## src/rtl/reset_seq.sv

```systemverilog
// Board reset controller: synchronises and debounces the reset-condition sources,
// then releases the active-low domain resets in index order and records the fault cause.
module reset_seq #(
  parameter int SRC      = 2,
  parameter int CH       = 3,
  parameter int DEBOUNCE = 500,
  parameter int STAGGER  = 16,
  parameter int SYNC     = 2,
  parameter int CW       = 16
) (
  input  logic           clk,
  input  logic           rst,
  input  logic [SRC-1:0] src_ok,
  input  logic           sw_req,
  input  logic           cause_clr,
  output logic [CH-1:0]  rst_n_o,
  output logic           ready,
  output logic [SRC:0]   cause
);

  localparam int IW = (CH > 1) ? $clog2(CH) : 1;

  localparam logic [1:0] S_HOLD     = 2'd0;
  localparam logic [1:0] S_DEBOUNCE = 2'd1;
  localparam logic [1:0] S_RELEASE  = 2'd2;
  localparam logic [1:0] S_RUN      = 2'd3;

  logic [SYNC-1:0][SRC-1:0] sync_q;
  logic [SRC-1:0]           ok_s;
  logic                     all_ok_s;
  logic                     fault_s;

  logic [1:0]    state_q, state_d;
  logic [CW-1:0] cnt_q, cnt_d;
  logic [IW-1:0] idx_q, idx_d;
  logic [CH-1:0] rst_n_q, rst_n_d;
  logic          ready_q, ready_d;
  logic [SRC:0]  cause_q, cause_d;
  logic [SRC:0]  set_s;

  assign ok_s     = sync_q[SYNC-1];
  assign all_ok_s = &ok_s;
  assign fault_s  = !all_ok_s || sw_req;

  // Synchroniser chain for the asynchronous source levels.
  always_ff @(posedge clk) begin
    if (rst) begin
      sync_q <= '0;
    end else begin
      sync_q[0] <= src_ok;
      for (int i = 1; i < SYNC; i++) begin
        sync_q[i] <= sync_q[i-1];
      end
    end
  end

  // Sequencer next-state: debounce, staggered release, collective re-assert on fault.
  always_comb begin
    state_d = state_q;
    cnt_d   = cnt_q;
    idx_d   = idx_q;
    rst_n_d = rst_n_q;
    ready_d = ready_q;
    set_s   = '0;
    case (state_q)
      S_HOLD: begin
        rst_n_d = '0;
        ready_d = 1'b0;
        cnt_d   = '0;
        idx_d   = '0;
        if (all_ok_s) begin
          state_d = S_DEBOUNCE;
        end else begin
          state_d = S_HOLD;
        end
      end
      S_DEBOUNCE: begin
        if (fault_s) begin
          state_d = S_HOLD;
          cnt_d   = '0;
        end else if (cnt_q == CW'(DEBOUNCE)) begin
          // Domain 0 leaves reset on the same edge the debounce completes.
          rst_n_d = CH'(1);
          cnt_d   = '0;
          idx_d   = IW'(1);
          if (CH == 1) begin
            state_d = S_RUN;
            ready_d = 1'b1;
          end else begin
            state_d = S_RELEASE;
          end
        end else begin
          cnt_d = cnt_q + CW'(1);
        end
      end
      S_RELEASE, S_RUN: begin
        if (fault_s) begin
          state_d = S_HOLD;
          rst_n_d = '0;
          ready_d = 1'b0;
          cnt_d   = '0;
          idx_d   = '0;
          set_s   = {sw_req, ~ok_s};
        end else if (state_q == S_RELEASE) begin
          if (cnt_q == CW'(STAGGER - 1)) begin
            // Shifting in a one keeps the released set contiguous from domain 0.
            rst_n_d = (rst_n_q << 1) | CH'(1);
            cnt_d   = '0;
            idx_d   = idx_q + IW'(1);
            if (idx_q == IW'(CH - 1)) begin
              state_d = S_RUN;
              ready_d = 1'b1;
            end else begin
              state_d = S_RELEASE;
            end
          end else begin
            cnt_d = cnt_q + CW'(1);
          end
        end else begin
          state_d = S_RUN;
        end
      end
      default: begin
        state_d = S_HOLD;
        cnt_d   = '0;
        idx_d   = '0;
        rst_n_d = '0;
        ready_d = 1'b0;
      end
    endcase
    cause_d = (cause_q & ~{(SRC+1){cause_clr}}) | set_s;
  end

  // Sequencer and cause registers.
  always_ff @(posedge clk) begin
    if (rst) begin
      state_q <= S_HOLD;
      cnt_q   <= '0;
      idx_q   <= '0;
      rst_n_q <= '0;
      ready_q <= 1'b0;
      cause_q <= '0;
    end else begin
      state_q <= state_d;
      cnt_q   <= cnt_d;
      idx_q   <= idx_d;
      rst_n_q <= rst_n_d;
      ready_q <= ready_d;
      cause_q <= cause_d;
    end
  end

  assign rst_n_o = rst_n_q;
  assign ready   = ready_q;
  assign cause   = cause_q;

endmodule

```

## config.mk

```make
export PLATFORM = sky130hd
export DESIGN_NAME = reset_seq
export DESIGN_NICKNAME = d
export VERILOG_FILES = /design/src/rtl/reset_seq.sv
export SDC_FILE = /design/constraint.sdc
export NUM_CORES = 1
export LEC_CHECK = 0
export ABC_CLOCK_PERIOD_IN_PS = 3200
export CAP_MARGIN = 20
export CORE_AREA = 2 2 65 54
export DETAILED_ROUTE_END_ITERATION = 12
export DIE_AREA = 0 0 67 56
export PLACE_DENSITY = 0.7
export REMOVE_ABC_BUFFERS = 1
export SLEW_MARGIN = 20
export SYNTH_ARGS = -nofsm -noshare
export SYNTH_HDL_FRONTEND = slang
export SYNTH_SLANG_ARGS = --single-unit
```

## constraint.sdc

```tcl
create_clock -name clk -period 3.2 [get_ports clk]
set_clock_uncertainty 0.2 [all_clocks]
set_input_delay 0.96 -clock clk [delete_from_list [all_inputs] [get_ports clk]]
set_output_delay 0.96 -clock clk [all_outputs]
set_load 0.05 [all_outputs]
```

# Yosys cells after proc, flatten, opt, wreduce, memory -nomap -nowiden
# Cells that the tools add are included.
# op_classes
reduce_logical	9
eq_ne	13
bitwise_logic	4
addsub	2
muxes	33
# ops
cell	n
16-bit two-way mux	5
16-bit case mux with 3 select lines	1
3-bit two-way mux	7
2-bit two-way mux	10
16-bit by 1-bit adder with 16-bit output (second input constant)	1
16-bit by 4-bit equality test with 1-bit output (second input constant)	1
16-bit by 9-bit equality test with 1-bit output (second input constant)	1
3-bit != test (second input constant)	4
2-bit case mux with 3 select lines	2
3-bit case mux with 3 select lines	1
4-bit AND reduction	2
2-bit equality test (second input constant)	3
1-bit two-way mux	6
2-bit != test (second input constant)	2
4-bit != test (second input constant)	1
2-bit AND reduction	2
3-bit bitwise AND	1
3-bit inverter	1
3-bit OR	1
2-bit by 1-bit adder with 2-bit output (second input constant)	1
2-bit by 1-bit equality test with 1-bit output (second input constant)	1
2-bit zero test	1
2-bit inverter	1
1-bit case mux with 2 select lines	1
4 further kinds	4
# totals
regBits	31
inputBits	6
wordCells	69
output_inout_bits	7

# Longest topological paths before layout
# logic_depth
ltp_word	6
ltp_mapped	8
ltp_nobuf	7

# Worst setup path after synthesis
# Ideal clock, no wire load.
# synth_path
kind	input port to flip-flop
startpoint	input port sw_req
endpoint	register state_q[0]
t_required_ps	2885
arrival_time_ps	2181
setup_ps	115
path_slack_ps	704
path_stages	5
path_buffers	0
cell_sequence	and3b_1 > nand2_1 > a211oi_1 > nor2_1 > o21ba_2
# synth_between
elab_chain_len	3
elab_cells_between_ends	7
cone_classes	eq/ne (2); mux (3); reduce/logical (2)
# synth_rtl
element	line	rtl
start, declared	14	input logic sw_req,
1-bit logical OR (*)	43	assign fault_s = !all_ok_s || sw_req;
2-bit two-way mux, or another cell as far along	97	if (fault_s) begin
2-bit case mux with 3 select lines / 2-bit AND reduction (equally long branches)	-	
end signal, assigned	144	state_q <= state_d;
end, declared	33	logic [1:0] state_q, state_d;
# Mark *: on every way between the ends. The rest lies on a longest branch, timed or not.
# A chain may end at the register's enable or synchronous reset.

# Worst setup path after layout
# layout_path
startpoint	input port sw_req
endpoint	register idx_q[0]
# layout_between
elab_chain_len	3
elab_cells_between_ends	7
cone_classes	eq/ne (3); mux (2); reduce/logical (2)
# layout_rtl
element	line	rtl
1-bit logical OR (*)	43	
3-bit != test (no source line), or another cell as far along	-	
4-bit AND reduction (no source line) / 2-bit case mux with 3 select lines (equally long branches)	-	
end signal, assigned	146	idx_q <= idx_d;
end, declared	35	logic [IW-1:0] idx_q, idx_d;
# Marked as above.

==> key figures <==
Drt
  – DRT Pass-1 Iters: 4
  – Vias: 1,327
  – Total wire length: 3.36 mm
  – Post-route ant nets: 0
  – Wire per inst: 14.4 um
  – Initial drt markers: 102
  – DR DRC count: 0
  – DR vias/cell: 5.70

Synthesis
  – YS warnings: 0
  – Main area contributors after synthesis: dfxtp_1 (41%), nor2_1 (4.8%), a21oi_1 (4.3%), nand2_1 (4.3%), xor2_1 (2.9%)
  – Synth top area share: 41.4%
  – Post-synth ARST share: 0%
  – Post-synth EDFFs: 0
  – Yosys top cell by area: dfxtp_1
  – Cell Area, Synth: 0.00150 mm^2
  – Cell count after synthesis: 178
  – Distinct cell type count after synthesis: 40
  – Syn_area_per_cell: 8.43 um^2
  – Number of synthesized register bits: 31
  – Most common flop cell mapped by yosys: dfxtp_1
  – Register area share after synthesis: 41.4%

Finish
  – Ant. Diodes: 0
  – FILL cells: 289
  – Post-Layout Cell Count: 233
  – Commonest cells after routing, fill and taps aside: dfxtp_1 (31), nor2_1 (19), nand2_1 (17)
  – Area Growth Syn to Fin: 16.3%
  – Most common cell after layout, fill and taps aside: dfxtp_1
  – Final #Nets: 202
  – Share of layout cells above drive strength 1: 9.33%

Die
  – Die height: 56 um
  – Chip Width: 67 um
  – Core ar.: 0.00306 mm^2
  – Rows: 18
  – IO Pins: 13
  – Initial Utilization: 49.0%
  – Die area: 0.00375 mm^2

STA
  – Crit path time final: 2660 ps
  – Final clock period utilization by the worst path: 83.0%
  – Fin. max-slew vios: 0
  – Final Hold Viols: 0
  – TNS Setup: 0 ps
  – Relative slew slack: 64.2%
  – Setup violators final: 0
  – FMAX: 0.377 GHz
  – Slew of the pin with the lowest slew margin: 534 ps
  – RSZ-0062 raised after global routing: no

Clock network
  – Post-CTS Setup Inserts: 0
  – CTS tree: yes
  – Clk pin slew, worst setup/hold paths: 60 ps
  – Clk sink count: 31
  – CTS hold repair buffers: 0
  – CTS buffer count: 5
  – Clock Path Buffers: 2
  – CTS root buf: clkbuf_8
  – Worst skew pair latency: 280 ps
  – Number of gates resized after cts: 0
  – H-tree levels: 2

Global routing
  – Largest net degree at the start of global routing: 20
  – Total track usage: 20.2%
  – Initial antenna violation count: 0
  – Grt ovf: 0
  – Vias in the first global route: 1,259
  – Global-route wire length before repair: 5.77 mm

Critical path
  – Kind of critical path: primary input to flop
  – CP max stage delay: 460 ps
  – Crit path cell chain: clkdlybuf4s50_1 > and3b_1 > nand2_1 > a31oi_1 > nor2_1 > o221a_2
  – Critical Path Start Type: primary input
  – Worst path slowest cell: clkdlybuf4s50_1
  – Crit path required time: 3170 ps
  – Crit path DAT: 2630 ps
  – Worst-path fanout max: 6
  – Crit path capture type: flop

Power and ir drop
  – P per Cell Area: 407 mW/mm^2
  – Peak VDD IR: 0.223 mV
  – LEAKAGE: 0.000554 uW

Placed design
  – Placer congestion estimate: 0.847
  – I/O Buffers: 12
  – Placed insts: 226
  – Post-detail-place hpwl: 2.49 mm

Hold path
  – Hold Path Class: flop to flop

Run status
  – Outcome: complete, no violations

Job
  – Max Cap Violations: 0
-- cell usage after synthesis (2+ instances only) --
library cell / number
dfxtp_1: 31
nor2_1: 19
nand2_1: 17
a21oi_1: 13
inv_1: 11
nor3_1: 7
nand4_1: 6
o21ai_0: 6
or3_1: 6
o22ai_1: 5
xor2_1: 5
clkbuf_1: 4
nor2b_1: 4
o21a_1: 4
a211oi_1: 3
a22oi_1: 3
ha_1: 3
xnor2_1: 3
a31oi_1: 2
and2_1: 2
and3b_1: 2
nand3_1: 2
nor4_1: 2
or4_4: 2
-- critical path: cells and delay by family --
kind	cells	cell delay (ps)
buffers and inverters	1	460
AO/OA/AOI/OAI	2	700
AND/OR/NAND/NOR	3	520
-- where the power goes --
part / switching [uW] / internal, uW
Sequential: 1.45 / 388
Clock: 137 / 168
Combinational: 7.24 / 8.72
Total: 146 / 565
-- logic make-up (layout without fill, tap and decap cells) --
logic type	after synthesis	count (layout)	synth area share [%]
DFF	31	31	41.4
buffers and inverters	18	33	5.09
and+or+nand+nor	76	76	28.4
adders and majority gates	3	3	2.50
xor gates and xnor gates	8	8	4.67
AOI/OAI and AO/OA	42	42	18.0
-- path summary, 6_finish.rpt --
kind                  start        to  slack [ps]  cells past startpoint
hold reg to reg   sync_q[0]   ok_s[0]         240                      1
setup / recovery     sw_req  idx_q[0]         540                      6
hold / removal    sync_q[0]   ok_s[0]         240                      1
setup reg to reg   cnt_q[5]  cnt_q[7]         950                      5
-- metal layers --
metal  track usage, %  vias to the layer above  share of wire [%]
met2             30.6                       40                 47
met5                0                        -                  0
met1             26.6                      619                 47
li1                 -                      658                  -
met4             9.33                        0                2.1
met3             5.26                       10                4.4
-- metrics by stage --
step	hold WS [ps]	util (%)	instance area (um^2)	setup WS, ps	total power, uW
2_1_floorplan	214	-	1470	458	402
3_3_place_gp	219	54.1	1660	317	414
3_5_place_dp	235	54.1	1660	254	414
4_1_cts	250	57.0	1750	550	719
5_1_grt	264	57.0	1750	430	741
6_report	243	57.0	1750	544	711
-- state kept, by name, summed over array words and instances, names as in the netlist --
name,cells
state_q,2
idx_q,2
cnt_q,16
ready,1
ok_s,2
rst_n_o,3
cause,3
sync_q,2
-- area by class of cell --
cell class                      instances  area (um^2)  share of cell area, %
Inverter                               11         41.3                   2.37
Tap cell                               40         50.0                   2.87
Clock inverter                          1         5.00                  0.287
Clock buffer                            6         82.6                   4.73
Multi-Input combinational cell        129          803                   46.0
Sequential cell                        31          621                   35.6
Timing Repair Buffer                   15          143                   8.17
(Power assumes the default switching activity.)
